--- config.mk ---
export PLATFORM = sky130hd
export DESIGN_NAME = alu_issue_regfile
export DESIGN_NICKNAME = d
export VERILOG_FILES = /design/src/rtl/alu_issue_regfile_pkg.sv /design/src/rtl/alu_issue_regfile_regfile_4x4.sv /design/src/rtl/alu_issue_regfile.sv
export SDC_FILE = /design/constraint.sdc
export NUM_CORES = 1
export LEC_CHECK = 0
export ABC_AREA = 1
export ABC_CLOCK_PERIOD_IN_PS = 4200
export CORE_MARGIN = 2
export CORE_UTILIZATION = 35
export CTS_CLUSTER_SIZE = 25
export DETAILED_ROUTE_END_ITERATION = 8
export GPL_TIMING_DRIVEN = 0
export PLACE_DENSITY = 0.67
export SLEW_MARGIN = 20
export SYNTH_ARGS = -nofsm -noshare
export SYNTH_HDL_FRONTEND = slang
export SYNTH_SLANG_ARGS = --single-unit
--- constraint.sdc ---
create_clock -name CLK -period 4.2 [get_ports CLK]
set_clock_uncertainty 0.15 [all_clocks]
set_input_delay 0.42 -clock CLK [delete_from_list [all_inputs] [get_ports CLK]]
set_output_delay 0.42 -clock CLK [all_outputs]
set_load 0.02 [all_outputs]
--- src/rtl/alu_issue_regfile_pkg.sv ---
// Shared lab constants for the ALU issue stage: ALU operation codes,
// instruction field layout, FSM state encoding and an instruction decoder.
package alu_issue_regfile_pkg;

  localparam int NREG_C = 4;   // registers in the file
  localparam int DW_C   = 4;   // datapath width, equal to the ALU width
  localparam int AW     = 2;   // register address width
  localparam int IW     = 12;  // instruction width

  // ALU operation select codes
  localparam logic [2:0] SEL_ADD     = 3'b000;
  localparam logic [2:0] SEL_SUB     = 3'b001;
  localparam logic [2:0] SEL_AND     = 3'b010;
  localparam logic [2:0] SEL_OR      = 3'b011;
  localparam logic [2:0] SEL_ROTL_RS = 3'b100;
  localparam logic [2:0] SEL_ASR_RT  = 3'b101;
  localparam logic [2:0] SEL_EQ      = 3'b110;
  localparam logic [2:0] SEL_GT      = 3'b111;

  // Instruction field positions
  localparam int LI_BIT   = 11;
  localparam int SEL_MSB  = 10;
  localparam int SEL_LSB  = 8;
  localparam int DST_MSB  = 7;
  localparam int DST_LSB  = 6;
  localparam int SRCS_MSB = 5;
  localparam int SRCS_LSB = 4;
  localparam int SRCT_MSB = 3;
  localparam int SRCT_LSB = 2;
  localparam int IMM_MSB  = 3;
  localparam int IMM_LSB  = 0;

  // FSM state encoding
  localparam logic [0:0] ST_IDLE = 1'b0;
  localparam logic [0:0] ST_EXEC = 1'b1;

  typedef struct packed {
    logic          is_li;
    logic [2:0]    sel;
    logic [AW-1:0] dst;
    logic [AW-1:0] src_s;
    logic [AW-1:0] src_t;
    logic [3:0]    imm;
  } instr_t;

  // Split a raw instruction word into its fields (both formats at once)
  function automatic instr_t decode(input logic [IW-1:0] w);
    instr_t d;
    d.is_li = w[LI_BIT];
    d.sel   = w[SEL_MSB:SEL_LSB];
    d.dst   = w[DST_MSB:DST_LSB];
    d.src_s = w[SRCS_MSB:SRCS_LSB];
    d.src_t = w[SRCT_MSB:SRCT_LSB];
    d.imm   = w[IMM_MSB:IMM_LSB];
    return d;
  endfunction

endpackage

--- src/rtl/alu_issue_regfile_regfile_4x4.sv ---
// Small register file: two combinational operand read ports, one
// combinational debug read port and one synchronous write port.
module regfile_4x4
  import alu_issue_regfile_pkg::*;
#(
  parameter int            NREG     = NREG_C,
  parameter int            DW       = DW_C,
  parameter logic [DW-1:0] REG_INIT = '0
) (
  input  logic          CLK,
  input  logic          RST,
  input  logic          we,
  input  logic [AW-1:0] wa,
  input  logic [DW-1:0] wd,
  input  logic [AW-1:0] ra_s,
  output logic [DW-1:0] rd_s,
  input  logic [AW-1:0] ra_t,
  output logic [DW-1:0] rd_t,
  input  logic [AW-1:0] dbg_addr,
  output logic [DW-1:0] dbg_data
);

  logic [NREG-1:0][DW-1:0] regs;

  for (genvar gi = 0; gi < NREG; gi++) begin : g_reg
    logic [DW-1:0] q_reg;

    // Per-register storage: load on a write addressed to this entry
    always_ff @(posedge CLK or posedge RST) begin
      if (RST) begin
        q_reg <= REG_INIT;
      end else if (we && (wa == AW'(gi))) begin
        q_reg <= wd;
      end
    end

    assign regs[gi] = q_reg;
  end

  assign rd_s     = regs[ra_s];
  assign rd_t     = regs[ra_t];
  assign dbg_data = regs[dbg_addr];

endmodule

--- src/rtl/alu_issue_regfile.sv ---
// Issue stage for the 4-bit ALU: accepts instructions over valid/ready,
// executes load-immediates locally, drives registered operands to the
// external combinational ALU and writes its result back one cycle later.
module alu_issue_regfile
  import alu_issue_regfile_pkg::*;
#(
  parameter int            NREG     = NREG_C,
  parameter int            DW       = DW_C,
  parameter logic [DW-1:0] REG_INIT = '0
) (
  input  logic          CLK,
  input  logic          RST,
  input  logic          instr_valid,
  input  logic [11:0]   instr,
  output logic          instr_ready,
  output logic [DW-1:0] alu_rs,
  output logic [DW-1:0] alu_rt,
  output logic [2:0]    alu_sel,
  input  logic [DW-1:0] alu_rd,
  output logic          wb_valid,
  output logic [1:0]    wb_addr,
  output logic [DW-1:0] wb_data,
  input  logic [1:0]    dbg_addr,
  output logic [DW-1:0] dbg_data
);

  logic [0:0]    state_reg, state_next;
  logic [AW-1:0] dst_reg;
  logic [DW-1:0] alu_rs_reg, alu_rt_reg;
  logic [2:0]    alu_sel_reg;
  logic          wb_valid_reg;
  logic [AW-1:0] wb_addr_reg;
  logic [DW-1:0] wb_data_reg;

  instr_t        dec;
  logic          in_exec;
  logic          accept;
  logic          accept_alu;
  logic          rf_we;
  logic [AW-1:0] rf_wa;
  logic [DW-1:0] rf_wd;
  logic [DW-1:0] rd_s, rd_t;

  assign dec         = decode(instr);
  assign in_exec     = (state_reg == ST_EXEC);
  assign instr_ready = ~in_exec;
  assign accept      = instr_valid & instr_ready;
  assign accept_alu  = accept & ~dec.is_li;

  // One write port shared by LI (immediate) and ALU writeback; they can
  // never coincide because nothing is accepted while in EXEC.
  assign rf_we = (accept & dec.is_li) | in_exec;
  assign rf_wa = in_exec ? dst_reg : dec.dst;
  assign rf_wd = in_exec ? alu_rd  : dec.imm;

  regfile_4x4 #(
    .NREG     (NREG),
    .DW       (DW),
    .REG_INIT (REG_INIT)
  ) u_rf (
    .CLK      (CLK),
    .RST      (RST),
    .we       (rf_we),
    .wa       (rf_wa),
    .wd       (rf_wd),
    .ra_s     (dec.src_s),
    .rd_s     (rd_s),
    .ra_t     (dec.src_t),
    .rd_t     (rd_t),
    .dbg_addr (dbg_addr),
    .dbg_data (dbg_data)
  );

  // Next-state: an accepted ALU op spends exactly one cycle in EXEC
  always_comb begin
    state_next = state_reg;
    case (state_reg)
      ST_IDLE: if (accept_alu) state_next = ST_EXEC;
      default: state_next = ST_IDLE;
    endcase
  end

  // State register
  always_ff @(posedge CLK or posedge RST) begin
    if (RST) state_reg <= ST_IDLE;
    else     state_reg <= state_next;
  end

  // Operand/select capture at the accept edge (pre-edge register values)
  always_ff @(posedge CLK or posedge RST) begin
    if (RST) begin
      alu_rs_reg  <= '0;
      alu_rt_reg  <= '0;
      alu_sel_reg <= '0;
      dst_reg     <= '0;
    end else if (accept_alu) begin
      alu_rs_reg  <= rd_s;
      alu_rt_reg  <= rd_t;
      alu_sel_reg <= dec.sel;
      dst_reg     <= dec.dst;
    end
  end

  // Writeback report: one-cycle pulse, address/data hold between writes
  always_ff @(posedge CLK or posedge RST) begin
    if (RST) begin
      wb_valid_reg <= 1'b0;
      wb_addr_reg  <= '0;
      wb_data_reg  <= '0;
    end else begin
      wb_valid_reg <= rf_we;
      if (rf_we) begin
        wb_addr_reg <= rf_wa;
        wb_data_reg <= rf_wd;
      end
    end
  end

  assign alu_rs   = alu_rs_reg;
  assign alu_rt   = alu_rt_reg;
  assign alu_sel  = alu_sel_reg;
  assign wb_valid = wb_valid_reg;
  assign wb_addr  = wb_addr_reg;
  assign wb_data  = wb_data_reg;

endmodule
==> run_results.csv <==
group,metric,value,unit
clock_network,cts_made_buffers,5,
sta,worst_pin_slew,0.274,ns
clock_network,clk_latency,0.29,ns
power_and_ir_drop,cellLeakagePower,1.40,nW
global_routing,gr-total-overflow,0,
setup_path,setup.worst_path.start,"dbg_addr[0]",
flow_run,cap_viol_max_count,0,
placement,dpl.cell_count,399,
synthesis,ys_seq_area_share,44.0,%
min_path,hold_class,"primary input to asynchronous set/reset pin",
routing,ant_nets,0,
cells_and_area,layout.cells.most_common_list,"nand2_1, clkdlybuf4s50_1, dfrtp_1",
placement,gp_congestion,0.908,
synthesis,yosys_warnings,0,
synthesis,synth_cell_types,23,
routing,drc,0,
global_routing,antenna_found_initial,0,
routing,wl_per_cell,12.7,um
cells_and_area,finalNonFillerCells,407,
power_and_ir_drop,max-vdd-ir-drop,186,uV
die,ios,44,
setup_path,reg2reg_from,"in_exec",
sta,max_freq,444,MHz
die,rows,28,
clock_network,clock_path_buffers,2,
cells_and_area,fin_nets,352,
sta,slew_headroom,81.7,%
setup_path,r2r_setup_slack,2.71,ns
synthesis,synth_nets,305,
sta,hold_viol,0,
sta,post-route-period-util,53.7,%
cells_and_area,antennaDiodeCount,0,
placement,io_buffers,39,
synthesis,synthesis.area,0.00210,mm^2
routing,routed-via-count,1974,
setup_path,required,3.63,ns
setup_path,cp_data_arrival_time,1.68,ns
clock_network,cts_sinks,37,
global_routing,grt_pass1_wl,8760,um
routing,drt_iter0_markers,152,
sta,rsz0062_at_grt,"false",
status,outcome,"complete, no violations",
placement,dp.final_hpwl,3900,um
global_routing,grt_util_all_layers,17.1,%
setup_path,r2r_cells,9,
clock_network,cts_setup_buffers,0,
cells_and_area,syn2layout_area_growth,29.7,%
sta,maxSlewViolCount,0,
routing,viasPerCell,4.85,
sta,fin_setup_tns,0,ns
die,dieHeight,81.5,um
routing,drt_pass1_iterations,4,
synthesis,ys_seq_elements,37,
die,initial_core_util,35.9,%
global_routing,grt_max_degree,29,
global_routing,grt_pass1_vias,1863,
setup_path,r2r_end,"u_rf.g_reg[2].q_reg[0]",
synthesis,syn_avg_cell_area,7.40,um^2
clock_network,htreeDepth,2,
clock_network,cts_resized,0,
routing,finalWirelength,5160,um
clock_network,clk_transition_reported_paths,0.08,ns
power_and_ir_drop,powerDensity,451,mW/mm^2
die,core-area,0.00585,mm^2
cells_and_area,drive_gt1_share,11.7,%
clock_network,cts_root_buffer,"clkbuf_8",
synthesis,synth_area_leaders,"dfrtp_1, nand2_1, nand4_1",
synthesis,yosysTopAreaCellShare,44.0,%
clock_network,cts_tree,"built",
cells_and_area,largest_register_ffs,16,
synthesis,yosysTopAreaCell,"dfrtp_1",
synthesis,syn_inst,284,
die,dieArea,0.00664,mm^2
cells_and_area,mostFrequentLayoutCell,"nand2_1",
setup_path,critical_path.startpoint_type,"primary input",
clock_network,ctsHoldBuffers,0,
setup_path,end_kind,"primary output",
sta,fin_crit,2.25,ns
sta,setup_viol,0,
setup_path,critPathKind,"primary input to primary output",
die,die_w,81.5,um
setup_path,cp_max_fo,10,
## worst max-delay path, cell delays in order
cell and delay, ns:
clkbuf_1 0.23, buf_2 0.25, o211ai_1 0.10, nand2_1 0.09, clkdlybuf4s50_1 0.60
## per-layer routing
| metal | up-vias | global-route usage (%) | share of wire (%) |
|---|---|---|---|
| met1 | 915 | 24.3 | 46 |
| met4 | 0 | 5.42 | 0.81 |
| met2 | 64 | 26.1 | 47 |
| met3 | 4 | 3.52 | 5.9 |
| met5 | - | 0 | 0 |
| li1 | 991 | - | - |
## stage by stage
| step | power (mW) | setup WS, ns | hold WS [ns] | utilization, % | area, um^2 |
|---|---|---|---|---|---|
| floorplan | 0.742 | 2.53 | 0.299 | - | 2100 |
| detailed placement | 0.911 | 1.96 | 0.312 | 44.5 | 2610 |
| global placement | 0.903 | 1.94 | 0.306 | 44.2 | 2590 |
| global route | 1.31 | 1.85 | 0.239 | 46.6 | 2730 |
| CTS | 1.24 | 1.96 | 0.210 | 46.6 | 2730 |
| finish | 1.23 | 1.95 | 0.212 | 46.6 | 2730 |
## how the worst max path moves through the flow
stage | slack (ns) | depth (start not counted) | endpoint
2_1_floorplan | 2.53 | 5 | dbg_data[1]
4_1_cts | 1.96 | 5 | dbg_data[2]
6_report | 1.95 | 5 | dbg_data[2]
3_3_place_gp | 1.94 | 2 | u_rf.g_reg[2].q_reg[1]
3_5_place_dp | 1.96 | 5 | dbg_data[2]
5_1_grt | 1.85 | 5 | dbg_data[2]
## cell type report
cell class / count / area, um^2
Clock buffer: 6 / 82.6
Tap cell: 75 / 93.8
Inverter: 27 / 106
Fill cell: 599 / 3120
Buffer: 14 / 105
Timing Repair Buffer: 40 / 410
Clock inverter: 2 / 37.5
Sequential cell: 37 / 926
Multi-Input combinational cell: 206 / 965
## cells in the mapped netlist, drive strengths merged
library cell and n:
o21ai 6, dfrtp 37, clkbuf 1, buf 13, nand2 144, o211ai 4, nor2 6, a21oi 5
a31oi 4, nand4 16, nand3 21, inv 27
## report_power, final
group,total [mW],leakage [nW],internal [mW],switching (mW)
logic,0.417,0.883,0.173,0.245
clock network,0.323,0.0574,0.193,0.130
registers,0.488,0.459,0.436,0.0518
## kinds of logic (layout without fill, tap and decap cells)
family	count (synthesis)	in the layout	synth area share (%)
AOI/OAI and AO/OA	19	19	5.42
buffers and inverters	41	89	10.1
and+or+nand+nor	187	187	40.5
DFF	37	37	44.0
Note: power is estimated with default switching activity, not from simulation.
